$ cat src/rtl/reg_write_bank.sv
// Register-file write side: buffers write-back requests in a small FIFO and
// commits one byte-merged write per clock into 32 registers (r0 reads zero).
module reg_write_bank #(
    parameter int DEPTH = 2,
    parameter int CW    = 2
) (
    input  logic          clk,
    input  logic          rst,
    input  logic          wr_valid,
    output logic          wr_ready,
    input  logic [4:0]    wr_addr,
    input  logic [31:0]   wr_data,
    input  logic [3:0]    wr_be,
    input  logic          hold,
    output logic [1023:0] q_flat,
    output logic [CW-1:0] pending,
    output logic          busy
);
    localparam int PW = (DEPTH > 1) ? $clog2(DEPTH) : 1;

    logic [31:0]   regs_q [32];
    logic [31:0]   regs_d [32];
    logic [4:0]    addr_q [DEPTH];
    logic [4:0]    addr_d [DEPTH];
    logic [31:0]   data_q [DEPTH];
    logic [31:0]   data_d [DEPTH];
    logic [3:0]    be_q   [DEPTH];
    logic [3:0]    be_d   [DEPTH];
    logic [PW-1:0] wr_ptr_q, wr_ptr_d;
    logic [PW-1:0] rd_ptr_q, rd_ptr_d;
    logic [CW-1:0] count_q, count_d;

    logic push;
    logic pop;

    assign wr_ready = (count_q != CW'(DEPTH));
    assign push     = wr_valid & wr_ready;
    assign pop      = ~hold & (count_q != '0);
    assign pending  = count_q;
    assign busy     = (count_q != '0);

    always_comb begin
        regs_d   = regs_q;
        addr_d   = addr_q;
        data_d   = data_q;
        be_d     = be_q;
        wr_ptr_d = wr_ptr_q;
        rd_ptr_d = rd_ptr_q;
        count_d  = count_q;

        if (push) begin
            addr_d[wr_ptr_q] = wr_addr;
            data_d[wr_ptr_q] = wr_data;
            be_d[wr_ptr_q]   = wr_be;
            wr_ptr_d         = wr_ptr_q + PW'(1);
        end

        // Head entry is read from the pre-edge state, so a same-cycle push never bypasses it.
        if (pop) begin
            for (int b = 0; b < 4; b++) begin
                if (be_q[rd_ptr_q][b]) begin
                    regs_d[addr_q[rd_ptr_q]][8*b +: 8] = data_q[rd_ptr_q][8*b +: 8];
                end
            end
            rd_ptr_d = rd_ptr_q + PW'(1);
        end
        regs_d[0] = '0;

        unique case ({push, pop})
            2'b10:   count_d = count_q + CW'(1);
            2'b01:   count_d = count_q - CW'(1);
            default: count_d = count_q;
        endcase
    end

    always_ff @(posedge clk) begin
        if (rst) begin
            regs_q   <= '{default: '0};
            addr_q   <= '{default: '0};
            data_q   <= '{default: '0};
            be_q     <= '{default: '0};
            wr_ptr_q <= '0;
            rd_ptr_q <= '0;
            count_q  <= '0;
        end else begin
            regs_q   <= regs_d;
            addr_q   <= addr_d;
            data_q   <= data_d;
            be_q     <= be_d;
            wr_ptr_q <= wr_ptr_d;
            rd_ptr_q <= rd_ptr_d;
            count_q  <= count_d;
        end
    end

    always_comb begin
        q_flat = '0;
        for (int k = 0; k < 32; k++) begin
            q_flat[32*k +: 32] = regs_q[k];
        end
    end
endmodule

$ cat config.mk
export PLATFORM = sky130hd
export DESIGN_NAME = reg_write_bank
export DESIGN_NICKNAME = d
export VERILOG_FILES = /design/src/rtl/reg_write_bank.sv
export SDC_FILE = /design/constraint.sdc
export NUM_CORES = 2
export LEC_CHECK = 0
export ABC_CLOCK_PERIOD_IN_PS = 3670
export BUFFER_PORTS_ARGS = -buffer_cell sky130_fd_sc_hd__clkbuf_2
export CORE_AREA = 2 2 415 417
export CTS_BUF_LIST = sky130_fd_sc_hd__clkbuf_16
export DETAILED_ROUTE_END_ITERATION = 12
export DIE_AREA = 0 0 417 419
export PLACE_DENSITY_LB_ADDON = 0.08
export SETUP_SLACK_MARGIN = 0.05
export SLEW_MARGIN = 5
export SYNTH_ARGS = -nofsm -noshare
export SYNTH_HDL_FRONTEND = slang
export SYNTH_SLANG_ARGS = --single-unit
$ cat constraint.sdc
create_clock -name clk -period 3.67 [get_ports clk]
set_clock_uncertainty 0.15 [all_clocks]
set_input_delay 0.367 -clock clk [delete_from_list [all_inputs] [get_ports clk]]
set_output_delay 0.367 -clock clk [all_outputs]
set_load 0.02 [all_outputs]
# --- Yosys cells after proc, flatten, opt, wreduce, memory -nomap -nowiden ---
# Cells that the tools add are included.
classes:
  n_addsub: 4
  mul: 0
  div_mod_pow: 0
  n_lt_le_gt_ge: 5
  eq_ne: 3
  shifts: 0
  muxes: 38
  bitwise_logic: 6
  reduce_logical: 4
op_table:
  columns: ["op", "count"]
  rows:
  - ["$mux W1024", 7]
  - ["$bwmux W1024", 4]
  - ["$demux W32 S5", 4]
  - ["$mux W32", 5]
  - ["$bwmux W64", 1]
  - ["$demux W32 S1", 1]
  - ["$mux W24", 1]
  - ["$mux W5", 4]
  - ["$mux W16", 1]
  - ["$mux W4", 4]
  - ["$bwmux W10", 1]
  - ["$bwmux W8", 1]
  - ["$mux W8", 1]
  - ["$ge A6 B6 Y1 const B", 1]
  - ["$lt A6 B1 Y1 const B", 1]
  - ["$not A5 Y6", 1]
  - ["$demux W5 S1", 1]
  - ["$demux W4 S1", 1]
  - ["$ge A2 B2 Y1 const B", 2]
  - ["$not A1 Y2", 2]
  - ["$pmux W2 S2", 1]
  - ["$reduce_bool A2 Y1", 2]
  - ["$add A1 B1 Y1 const B", 2]
  - ["$add A2 B1 Y2 const B", 1]
  - ["8 further kinds", 10]
totals:
  ff_bits: 1110
  latchBits: 0
  ram_bits: 0
  romBits: 0
  in_bits: 45
  out_inout_bits: 1028
  wordCells: 101
  memories: 0

# --- Depth between registers and ports, before layout ---
logic_depth:
  ltp_word: 20
  mapped_depth: 9
  depth_no_buf: 6

# --- Worst setup path after synthesis ---
# Ideal clock, no wire load.
synth_timing:
  kind: "register to register"
  startpoint: "register rd_ptr_q"
  endpoint: "register regs_q (netlist bit q_flat[608])"
  setup_ns: 0.072
  arrival_ns: 1.990
  required_time_ns: 3.448
  slack_ns: 1.458
  path_stages_with_launch: 9
  path_buffers: 5
  path_cell_list: "dfxtp_1 -> buf_6 -> buf_4 -> buf_6 -> a21oi_2 -> buf_6 -> nand3b_1 -> buf_4 -> mux2i_1"
synth_via:
  elab_chain_cells: 20
  elab_cells_between_ends: 30
  cone_classes: "2 x order compare; 25 x mux; 2 x bitwise; 1 x reduce/logical"
synth_lines:
  columns: ["item", "line", "source"]
  rows:
  - ["from (decl)", "30", "logic [PW-1:0] rd_ptr_q, rd_ptr_d;"]
  - ["from (signal assigned)", "91", "rd_ptr_q <= rd_ptr_d;"]
  - ["$not A1 Y2 (implied by the code) (*)", "61, 62", null]
  - ["$mux W5 (implied by the code) (3 in series)", "62", "regs_d[addr_q[rd_ptr_q]][8*b +: 8] = data_q[rd_ptr_q][8*b +: 8];"]
  - ["$not A5 Y6 (implied by the code)", "62", null]
  - ["$ge A6 B6 Y1 (implied by the code) or $lt A6 B1 Y1 (tied branches)", "62", null]
  - ["$logic_and A1 B1 Y1 (implied by the code)", "62", null]
  - ["$mux W8 (implied by the code)", "62", null]
  - ["$demux W32 S5", "62", null]
  - ["$bwmux W1024", "62", null]
  - ["(+2 left out)", null, null]
  - ["$bwmux W1024", "62", null]
  - ["$mux W1024", "61", "if (be_q[rd_ptr_q][b]) begin"]
  - ["$mux W1024", "59", "if (pop) begin"]
  - ["$bwmux W1024", "62", null]
  - ["$mux W1024", "61", null]
  - ["$mux W1024", "59", null]
  - ["$bwmux W1024", "62", null]
  - ["$mux W1024 (*)", "61", null]
  - ["to (signal assigned)", "86", "regs_q <= regs_d;"]
  - ["to (decl)", "21", "logic [31:0] regs_q [32];"]
# Every way passes the cells marked *; elsewhere a longest branch is shown, timed or not. The select of a mux whose other input is x is not followed.
# A chain may end at the register's enable or synchronous reset.

# --- Worst setup path after layout ---
layout_timing:
  startpoint: "register rd_ptr_q"
  endpoint: "register regs_q (netlist bit q_flat[393])"
layout_via:
  elab_chain_cells: 17
  elab_cells_between_ends: 30
  cone_classes: "2 x order compare; 25 x mux; 2 x bitwise; 1 x reduce/logical"
layout_lines:
  columns: ["item", "line"]
  rows:
  - ["$not A1 Y2 (implied by the code) (*)", "61, 62"]
  - ["$mux W5 (implied by the code) (3 in series)", "62"]
  - ["$not A5 Y6 (implied by the code)", "62"]
  - ["$ge A6 B6 Y1 (implied by the code), or another cell as far along", "62"]
  - ["$logic_and A1 B1 Y1 (implied by the code) or $bwmux W1024 (tied branches)", "62"]
  - ["$mux W16 (implied by the code) or $mux W1024 (tied branches)", "62, 61"]
  - ["$demux W32 S5 or $mux W1024 (tied branches)", "62, 59"]
  - ["$bwmux W1024", "62"]
  - ["$mux W1024", "61"]
  - ["$mux W1024", "59"]
  - ["$bwmux W1024", "62"]
  - ["$mux W1024", "61"]
  - ["$mux W1024", "59"]
  - ["$bwmux W1024", "62"]
  - ["$mux W1024 (*)", "61"]
# Marks and branches as above.

==> key figures <==
Min path
  • Hold Crit Depth: 4
  • Hold/Removal Path Class: primary input to flip-flop

Worst setup path
  • Critical Path End: q_flat[393]$_SDFFE_PP0P_
  • CP arrival: 3.73 ns
  • Cell breakdown of the critical path: mux2_2, nor3_4, and3_1, mux2i_1
  • Crit path capture type: flip-flop
  • Max incr delay on CP: 0.72 ns
  • Setup crit start kind: flip-flop
  • Reg2reg start: rd_ptr_q$_SDFFE_PP0P_
  • Reg-to-reg endpoint: q_flat[393]$_SDFFE_PP0P_
  • CP required: 4.21 ns
  • Crit path max fanout: 48
  • Slowest cell on crit path: nor3_4
  • R2R depth: 4
  • CP Class: flip-flop to flip-flop
  • Reg2reg setup slack: about 0.48 ns
  • Crit. Startpoint: rd_ptr_q$_SDFFE_PP0P_

Yosys
  • Synth Area in Adders: 0.0292%
  • Yosys warning total: 0
  • Ranking of synthesized cells by area: dfxtp_1, mux2i_1, nand2b_1, clkbuf_1, nand2_1
  • Mapped Area: 42,800 um^2
  • Synth Instances: between 3,000 and 4,000
  • Number of flops mapped to enable cells by yosys: 0
  • Largest family of logic cells by synthesized area: multiplexers
  • Post-Syn Area per Cell: ~11 um^2
  • Ys flop type: dfxtp_1
  • Synth async-reset ratio: 0%
  • Mux contribution to synthesized area: around 24%
  • Yosys top cell area share: 50.4%
  • Simple-gate area share of the yosys netlist: 20.0%
  • Post-synthesis xor/xnor area fraction: 0.0613%
  • Count of state elements after synthesis: 1,078
  • Commonest cells in the netlist: dfxtp_1, mux2i_1, nand2b_1
  • Seq/Total Area, Yosys: 50.4%
  • Unique cell type count in the Yosys netlist: 58
  • Most numerous cell in the Yosys netlist: dfxtp_1
  • Yosys top cell by area: dfxtp_1
  • Compound-Gate Fraction of Synth Area: 1.39%

Placement
  • GP Congestion: 0.784
  • IO buf count: 1,040
  • Placed Area: about 51,000 um^2
  • DP Cell Count: 7,014
  • Final HPWL DP: between 100 and 150 mm

Timing
  • Final setup fails: 0
  • Fin crit period: roughly 3.2 ns
  • Worst Tran Pin Value: 1.11 ns
  • Rel. slew slack: between 20% and 30%
  • Total negative slack: 0 ns
  • Final period util: 87.0%
  • RSZ-0062 raised after global routing: false
  • Max frequency: roughly 310 MHz
  • Final Slew Violations: 0
  • Final hold violations: 0

Die
  • I/O pin total: 1,073
  • Initial Util: 25.1%
  • Core area: around 170,000 um^2
  • Die area: 175,000 um^2
  • Die width: 417 um
  • Die H: 419 um
  • Core Rows: 152

CTS
  • Root Buffer: clkbuf_16
  • Clk slew on worst S/H paths: 0.06 ns
  • Clock sink count: ~1,100
  • CTS tree: done
  • H-tree levels: 4
  • Inserted Clock Buffers: 134
  • CTS Buffer Depth: 3
  • Clk Latency, worst-skew pair: 0.77 ns

Power
  • Power Density: between 400 and 500 nW/um^2
  • Tot Pwr: 27.3 mW
  • P_leak: 25.5 nW
  • Worst IR drop on VDD: 393 uV

Layout
  • Post-Layout Inst Area: between 50,000 and 60,000 um^2
  • Share of cells above drive strength 1: 28.8%
  • Nets: roughly 5,000
  • Area delta synth->final: 28.6%
  • Post-Layout Cell Count: 7,300

Routing
  • Total detailed-routing wirelength: 204 mm
  • DR pass1 iterations: 5
  • Initial detailed-routing violation count: around 1,700
  • Vias: 31,967
  • Vias per cell: about 4.4
  • DR WL/cell: 27.9 um
  • DRC: 0
  • ANT nets after route: 0

Global route
  • Initial antenna violation count: 26
  • Gr usage total: 22.5%
  • Vias in the first global route: 31,862
  • Grt total ovfl: 0
  • Largest net degree at the start of global routing: 122
  • First-pass GRT wire length: 274 mm

Run status
  • Status: completed

Run
  • Max-Cap Viols: 0
-- cell usage in the layout, fill, tap and decap left out, drive strengths merged, types with 2 or more instances in the layout --
| cell | instances |
|---|---|
| clkbuf | 1177 |
| dfxtp | 1078 |
| mux2i | 1026 |
| nand2b | 995 |
| nand2 | 181 |
| buf | 111 |
| a21oi | 86 |
| clkinv | 57 |
| nand3 | 54 |
| dlygate4sd3 | 45 |
| inv | 42 |
| or2 | 33 |
| conb | 32 |
| nand4 | 19 |
| nor3 | 19 |
| and3 | 13 |
| nor2 | 13 |
| nor4 | 10 |
| nand3b | 7 |
| mux2 | 6 |
| or3 | 6 |
| nor3b | 5 |
| and2 | 5 |
| diode | 4 |
| o21ai | 4 |
| o22ai | 4 |
| a22oi | 4 |
| nand4b | 3 |
| or3b | 3 |
| and4b | 2 |
| nor4bb | 2 |
| and4 | 2 |
| a31oi | 2 |
| xnor2 | 2 |
| bufinv | 2 |
| and3b | 2 |
-- how the worst min path moves through the flow --
stage,to,slack (ns),start
finish,data_q[19]$_SDFFE_PP0P_,0.25,wr_data[19]
floorplan,be_q[0]$_SDFFE_PP0P_,0.28,be_q[0]$_SDFFE_PP0P_
CTS,data_q[51]$_SDFFE_PP0P_,0.19,wr_data[19]
global route,data_q[20]$_SDFFE_PP0P_,0.22,wr_data[20]
global placement,data_q[2]$_SDFFE_PP0P_,0.29,data_q[2]$_SDFFE_PP0P_
detailed placement,data_q[2]$_SDFFE_PP0P_,0.30,data_q[2]$_SDFFE_PP0P_
-- kinds of logic after synthesis --
kind of cell | Yosys count
simple gates | 1375
flops | 1078
mux | 1032
buf+inv | 377
compound gates | 107
xor+xnor | 3
fa+ha+maj | 1
other cells | 1
-- routing by layer --
metal  wire length (um)  GRT usage [%]  up-vias
met5                 87              0        -
met4              10800           11.0       12
met3              12100           6.22      304
met2              99000           38.5      920
met1              81700           25.8    15600
li1                   -              -    15131
-- critical path: cells and delay by family (launching register included) --
family / cells / cell delay [ns]
flops: 1 / 0.68
mux: 2 / 0.86
simple gates: 2 / 1.42
-- power by group --
part	leakage (nW)	internal (mW)	switching (mW)	total, mW
sequential	8.69	11.8	0.157	12.0
clock	2.09	6.92	5.39	12.3
combinational	14.7	0.836	2.14	2.98
-- state kept, by name, indices dropped and copies added, names as in the netlist --
register and cells:
rd_ptr_q 1, be_q 8, pending 2, data_q 64
q_flat 992, wr_ptr_q 1, addr_q 10
-- what timing repair did --
action | CTS | global route
endpoints found under the hold margin | 84 | 0
hold buffers | 45 | 0
gates resized for setup | 0 | 0
setup endpoints to repair | 0 | 0
buffers inserted | 0 | 0
-- stage by stage --
| stage | hold WS, ns | setup slack, ns | utilization, % |
|---|---|---|---|
| after floorplan | 0.283 | 1.46 | - |
| after global placement | 0.292 | 0.410 | 29.7 |
| after detailed placement | 0.296 | 0.392 | 29.7 |
| after CTS | 0.189 | 0.398 | 32.3 |
| after global routing | 0.221 | 0.343 | 32.3 |
| final | 0.246 | 0.477 | 32.3 |
-- final cells by class --
type                            instances  area [um^2]
Antenna cell                            4         10.0
Clock buffer                          138         3450
Clock inverter                         99          538
Fill cell                           17694       116000
Inverter                                3         11.3
Multi-Input combinational cell       2550        19800
Sequential cell                      1078        21600
Tap cell                             2233         2790
Timing Repair Buffer                 1195         6920
Power figures use the tool's default switching activity.
